File: config.mk
export PLATFORM = sky130hd
export DESIGN_NAME = bcd_conv_seq
export DESIGN_NICKNAME = d
export VERILOG_FILES = /design/src/rtl/bcd_conv_seq.sv
export SDC_FILE = /design/constraint.sdc
export NUM_CORES = 1
export LEC_CHECK = 0
export ABC_AREA = 1
export BUFFER_PORTS_ARGS = -buffer_cell sky130_fd_sc_hd__buf_2
export CORE_MARGIN = 5
export CORE_UTILIZATION = 25
export CTS_BUF_LIST = sky130_fd_sc_hd__clkbuf_16
export CTS_CLUSTER_DIAMETER = 150
export DETAILED_ROUTE_END_ITERATION = 8
export SLEW_MARGIN = 20
export SYNTH_ARGS = -nofsm -noshare
export SYNTH_HDL_FRONTEND = slang
export SYNTH_SLANG_ARGS = --single-unit
File: constraint.sdc
create_clock -name clk -period 2.6 [get_ports clk]
set_input_delay 0.52 -clock clk [delete_from_list [all_inputs] [get_ports clk]]
set_output_delay 0.52 -clock clk [all_outputs]
set_load 0.02 [all_outputs]
File: src/rtl/bcd_conv_seq.sv
// ---------------------------------------------------------------------------
// bcd_conv_seq
//
// Multi-cycle binary-to-BCD converter built on the double-dabble algorithm.
// It processes one binary bit per clock, so W bits take W cycles. This keeps
// the logic per clock to a single add-3 stage per digit. A long combinational
// chain is not needed.
// Both sides use a valid/ready handshake. Only one conversion is in flight
// at a time.
//
// Parameters
//   W            binary input width (>= 4)
//   ND           number of BCD digits produced (10**ND >= 2**W)
//
// Ports
//   clk          in   1              system clock, rising edge
//   rst          in   1              asynchronous active-high reset
//   clr          in   1              synchronous abort back to IDLE
//   in_valid     in   1              in_data is valid
//   in_ready     out  1              converter can accept (IDLE)
//   in_data      in   W              unsigned binary value
//   out_valid    out  1              out_bcd / out_ndigits hold a result
//   out_ready    in   1              consumer accepts the result
//   out_bcd      out  4*ND           packed BCD, digit 0 in bits [3:0]
//   out_ndigits  out  $clog2(ND+1)   significant digit count, 1..ND
//   busy         out  1              converter is not IDLE
// ---------------------------------------------------------------------------
module bcd_conv_seq #(
    parameter int W  = 32,
    parameter int ND = 10
) (
    input  logic                      clk,
    input  logic                      rst,
    input  logic                      clr,
    input  logic                      in_valid,
    output logic                      in_ready,
    input  logic [W-1:0]              in_data,
    output logic                      out_valid,
    input  logic                      out_ready,
    output logic [4*ND-1:0]           out_bcd,
    output logic [$clog2(ND+1)-1:0]   out_ndigits,
    output logic                      busy
);

    localparam int CW = $clog2(W + 1);
    localparam int NW = $clog2(ND + 1);

    typedef enum logic [1:0] {
        IDLE  = 2'd0,
        SHIFT = 2'd1,
        DONE  = 2'd2
    } state_t;

    state_t            state_q;
    state_t            state_d;

    logic [W-1:0]      bin_q;
    logic [4*ND-1:0]   bcd_q;
    logic [CW-1:0]     cnt_q;

    logic [4*ND-1:0]   bcd_adj;
    logic [W-1:0]      bin_d;
    logic [4*ND-1:0]   bcd_d;

    logic              accept;
    logic              last_iter;

    assign in_ready  = (state_q == IDLE);
    assign busy      = (state_q != IDLE);
    assign out_valid = (state_q == DONE);
    assign out_bcd   = bcd_q;

    assign accept    = in_ready && in_valid;
    assign last_iter = (cnt_q == CW'(W - 1));

    // Add-3 correction. Every digit is at most 9 here, so a digit of 5..9
    // becomes 8..12. That still fits in 4 bits, and no carry crosses into
    // the next digit.
    always_comb begin
        bcd_adj = '0;
        for (int i = 0; i < ND; i++) begin
            if (bcd_q[4*i +: 4] >= 4'd5) begin
                bcd_adj[4*i +: 4] = bcd_q[4*i +: 4] + 4'd3;
            end else begin
                bcd_adj[4*i +: 4] = bcd_q[4*i +: 4];
            end
        end
    end

    // The corrected digits and the binary register shift left together as
    // one wide register. The binary MSB enters BCD bit 0. The top corrected
    // bit falls off, and it is always zero for a correctly sized ND.
    assign {bcd_d, bin_d} = {bcd_adj, bin_q} << 1;

    // Significant digit count: the position of the highest nonzero digit
    // plus one. An all-zero value still reports one digit.
    always_comb begin
        out_ndigits = NW'(1);
        for (int i = 0; i < ND; i++) begin
            if (bcd_q[4*i +: 4] != 4'd0) begin
                out_ndigits = NW'(i + 1);
            end
        end
    end

    // State register.
    always_ff @(posedge clk or posedge rst) begin
        if (rst) begin
            state_q <= IDLE;
        end else begin
            state_q <= state_d;
        end
    end

    // Next-state logic. clr overrides every transition, including an accept
    // in IDLE.
    always_comb begin
        state_d = state_q;
        case (state_q)
            IDLE: begin
                if (in_valid) begin
                    state_d = SHIFT;
                end
            end
            SHIFT: begin
                if (last_iter) begin
                    state_d = DONE;
                end
            end
            DONE: begin
                if (out_ready) begin
                    state_d = IDLE;
                end
            end
            default: begin
                state_d = IDLE;
            end
        endcase
        if (clr) begin
            state_d = IDLE;
        end
    end

    // Datapath registers.
    // - The counter holds at W-1 on the final iteration and never wraps.
    // - In DONE and after the handshake, the BCD register keeps its value
    //   until the next accept clears it.
    always_ff @(posedge clk or posedge rst) begin
        if (rst) begin
            bin_q <= '0;
            bcd_q <= '0;
            cnt_q <= '0;
        end else if (clr) begin
            bin_q <= '0;
            bcd_q <= '0;
            cnt_q <= '0;
        end else begin
            case (state_q)
                IDLE: begin
                    if (accept) begin
                        bin_q <= in_data;
                        bcd_q <= '0;
                        cnt_q <= '0;
                    end
                end
                SHIFT: begin
                    bin_q <= bin_d;
                    bcd_q <= bcd_d;
                    if (!last_iter) begin
                        cnt_q <= cnt_q + CW'(1);
                    end
                end
                default: begin
                end
            endcase
        end
    end

endmodule

==> flow_summary.ini <==
[clocking]
clock_path_buffers = 2
cts_buffers = 9
hold_buffers = 0
path_clk_slew_ns = 0.06
htreeDepth = 3
clock-sinks = 80
cts_root_buf = clkbuf_16
clock_latency_ns = 0.34
tritoncts = yes

[power_and_ir_drop]
worst_ir_drop_vdd_mv = 0.327
p_leak_nw = 2.66
p_total_mw = 2.97
power.density_nw_per_um2 = 549

[sta]
holdWs_ns = 0.250
setup_violations = 0
fin_setup_tns_ns = 0
min_period_ns = 2.38
max_slew_margin = 0.559
tightestPinTransition_ns = 0.661
hold_violations = 0
finClkSkew_ns = 0.00531
max_freq_ghz = 0.420
drv_slew = 0
post-route-period-util = 0.915

[logic_synthesis]
synth_edf_count = 0
ys_seq_elements = 80
synth_cell_type_count = 32
synth.net_count = 613
synth_area_leaders = dfrtp_1 45%, o21ai_0 9.7%, nand2_1 8.4%
synth_area_um2 = 4480
synthFlopType = dfrtp_1
async_flop_share = 1.00
syn_inst = 552
yosysTopAreaCellShare = 0.447
avgSynthCellArea_um2 = 8.11
yosysWarningCount = 0
synth_top_area_cell = dfrtp_1
ys_seq_area_frac = 0.447

[floorplanning]
die-area_um2 = 20700
initial_core_util = 0.252
dieWidth_um = 144
core-area_um2 = 17800
io_pins = 84
rows = 49
die_h_um = 144

[grt]
grt_use_total = 0.108
antenna_found_initial = 0
grt_pass1_vias = 3705
grt_max_degree = 40
grt_overflow = 0
grt_pass1_wl_um = 18100

[worst_setup_path]
rr_worst_depth = 7
cp.arrival_ns = 1.86
cp-start-kind = register
cp-end-kind = primary output
worstPathMaxFanout = 4
critical_path_class = register to primary output
worstPathRequired_ns = 2.08

[detailed_routing]
wl_per_cell_um = 12.5
vias = 3851
vias_per_cell = 4.43
drt_iter0_drc = 181
wl_um = 10800
drc = 0
first_pass_iters = 4
ant_nets = 0

[cells_and_area]
syn_to_final_growth_pct = 20.8
nFillCells = 1965
mostFrequentLayoutCells = 100 x nand2_1, 93 x inv_1, 87 x o21ai_0
fin_cells = 869
final_net_count = 696
antenna_cells = 0
layout-drive-gt1-share = 0.183
fin_util = 0.304
final_common_cell = nand2_1

[place]
gp_congestion = 0.814
place_inst = 853
post-dp-hpwl_um = 7880
portBuffers = 83

[flow_run]
drv_cap = 0

[worst_hold_path]
hp-class = primary input to async pin

[run_status]
status = finished, final reports clean
worst max-delay path, stage by stage, from the launching register on:
cell     delay (ns)
dfrtp_1        0.41
inv_1          0.13
ha_1           0.19
nand2_1        0.10
nor3_1         0.27
nand2_1        0.12
a21oi_1        0.13
buf_2          0.18
timing repair:
action | 4_1_cts | 5_1_grt
setup endpoints to repair | 0 | 1
gates resized for setup | 0 | 1
buffers inserted | 0 | 0
per-layer routing:
| layer | routed length (µm) | vias to the layer above | GRT usage |
|---|---|---|---|
| met5 | 0 | - | 0 |
| met4 | 97 | 0 | 0.0273 |
| met3 | 742 | 7 | 0.0329 |
| met2 | 4930 | 93 | 0.167 |
| met1 | 5060 | 1772 | 0.148 |
| li1 | - | 1979 | - |
cell type report:
type / count / area, µm² / share of cell area
sequential: 80 / 2000 / 0.370
multi-input combinational: 356 / 1990 / 0.367
timing repair buffer: 93 / 515 / 0.0953
inverter: 95 / 358 / 0.0661
tap: 229 / 287 / 0.0530
clock buffer: 9 / 225 / 0.0416
clock inverter: 7 / 37.5 / 0.00694
Yosys cell counts, types with 6 or more instances:
master and number:
a21oi_1 16, ha_1 24, xor2_1 14, buf_2 6, nand3_1 26, inv_1 93
nor2_1 29, nand2_1 100, buf_6 7, dfrtp_1 80, clkbuf_1 7, o221ai_1 11
o22ai_1 19, o21ai_0 87
final timing paths:
check,from,to,slack [ns]
worst max-delay path,out_bcd[32],out_ndigits[2],0.22
worst min-delay path,rst,bin_q[25],0.25
worst max register to register,state_q[0],cnt_q[4],0.89
worst min register to register,bin_q[16],bin_q[16],0.52
max in group asynchronous,rst,out_bcd[24],1.62
min in group clk,in_data[0],bin_q[0],0.42
power by group:
group          total [mW]  switching [mW]  leakage (nW)  internal (mW)
Sequential           1.37          0.0344          1.09           1.34
Combinational       0.449           0.303          1.43          0.147
Clock                1.15           0.514         0.134          0.638
Total                2.97           0.851          2.66           2.12
logic make-up after synthesis:
family                     after synthesis  share of synthesized area
xor gates and xnor gates                15                     0.0293
DFF                                     80                      0.447
and+or+nand+nor                        170                      0.161
adders and majority gates               24                     0.0671
AOI/OAI and AO/OA                      147                      0.185
buffers and inverters                  116                      0.111
stage by stage:
| step | setup slack [ns] | area (µm²) |
|---|---|---|
| final | 0.222 | 5410 |
| after global routing | -0.00554 | 5410 |
| after CTS | 0.0542 | 5400 |
| after detailed placement | 0.440 | 5140 |
| after global placement | 0.424 | 5140 |
| after floorplan | 0.0283 | 4480 |
sequential cells by signal (all words and copies together) (netlist names):
name	flops
bin_q	32
cnt_q	6
out_bcd	40
state_q	2
(Power assumes the default switching activity.)
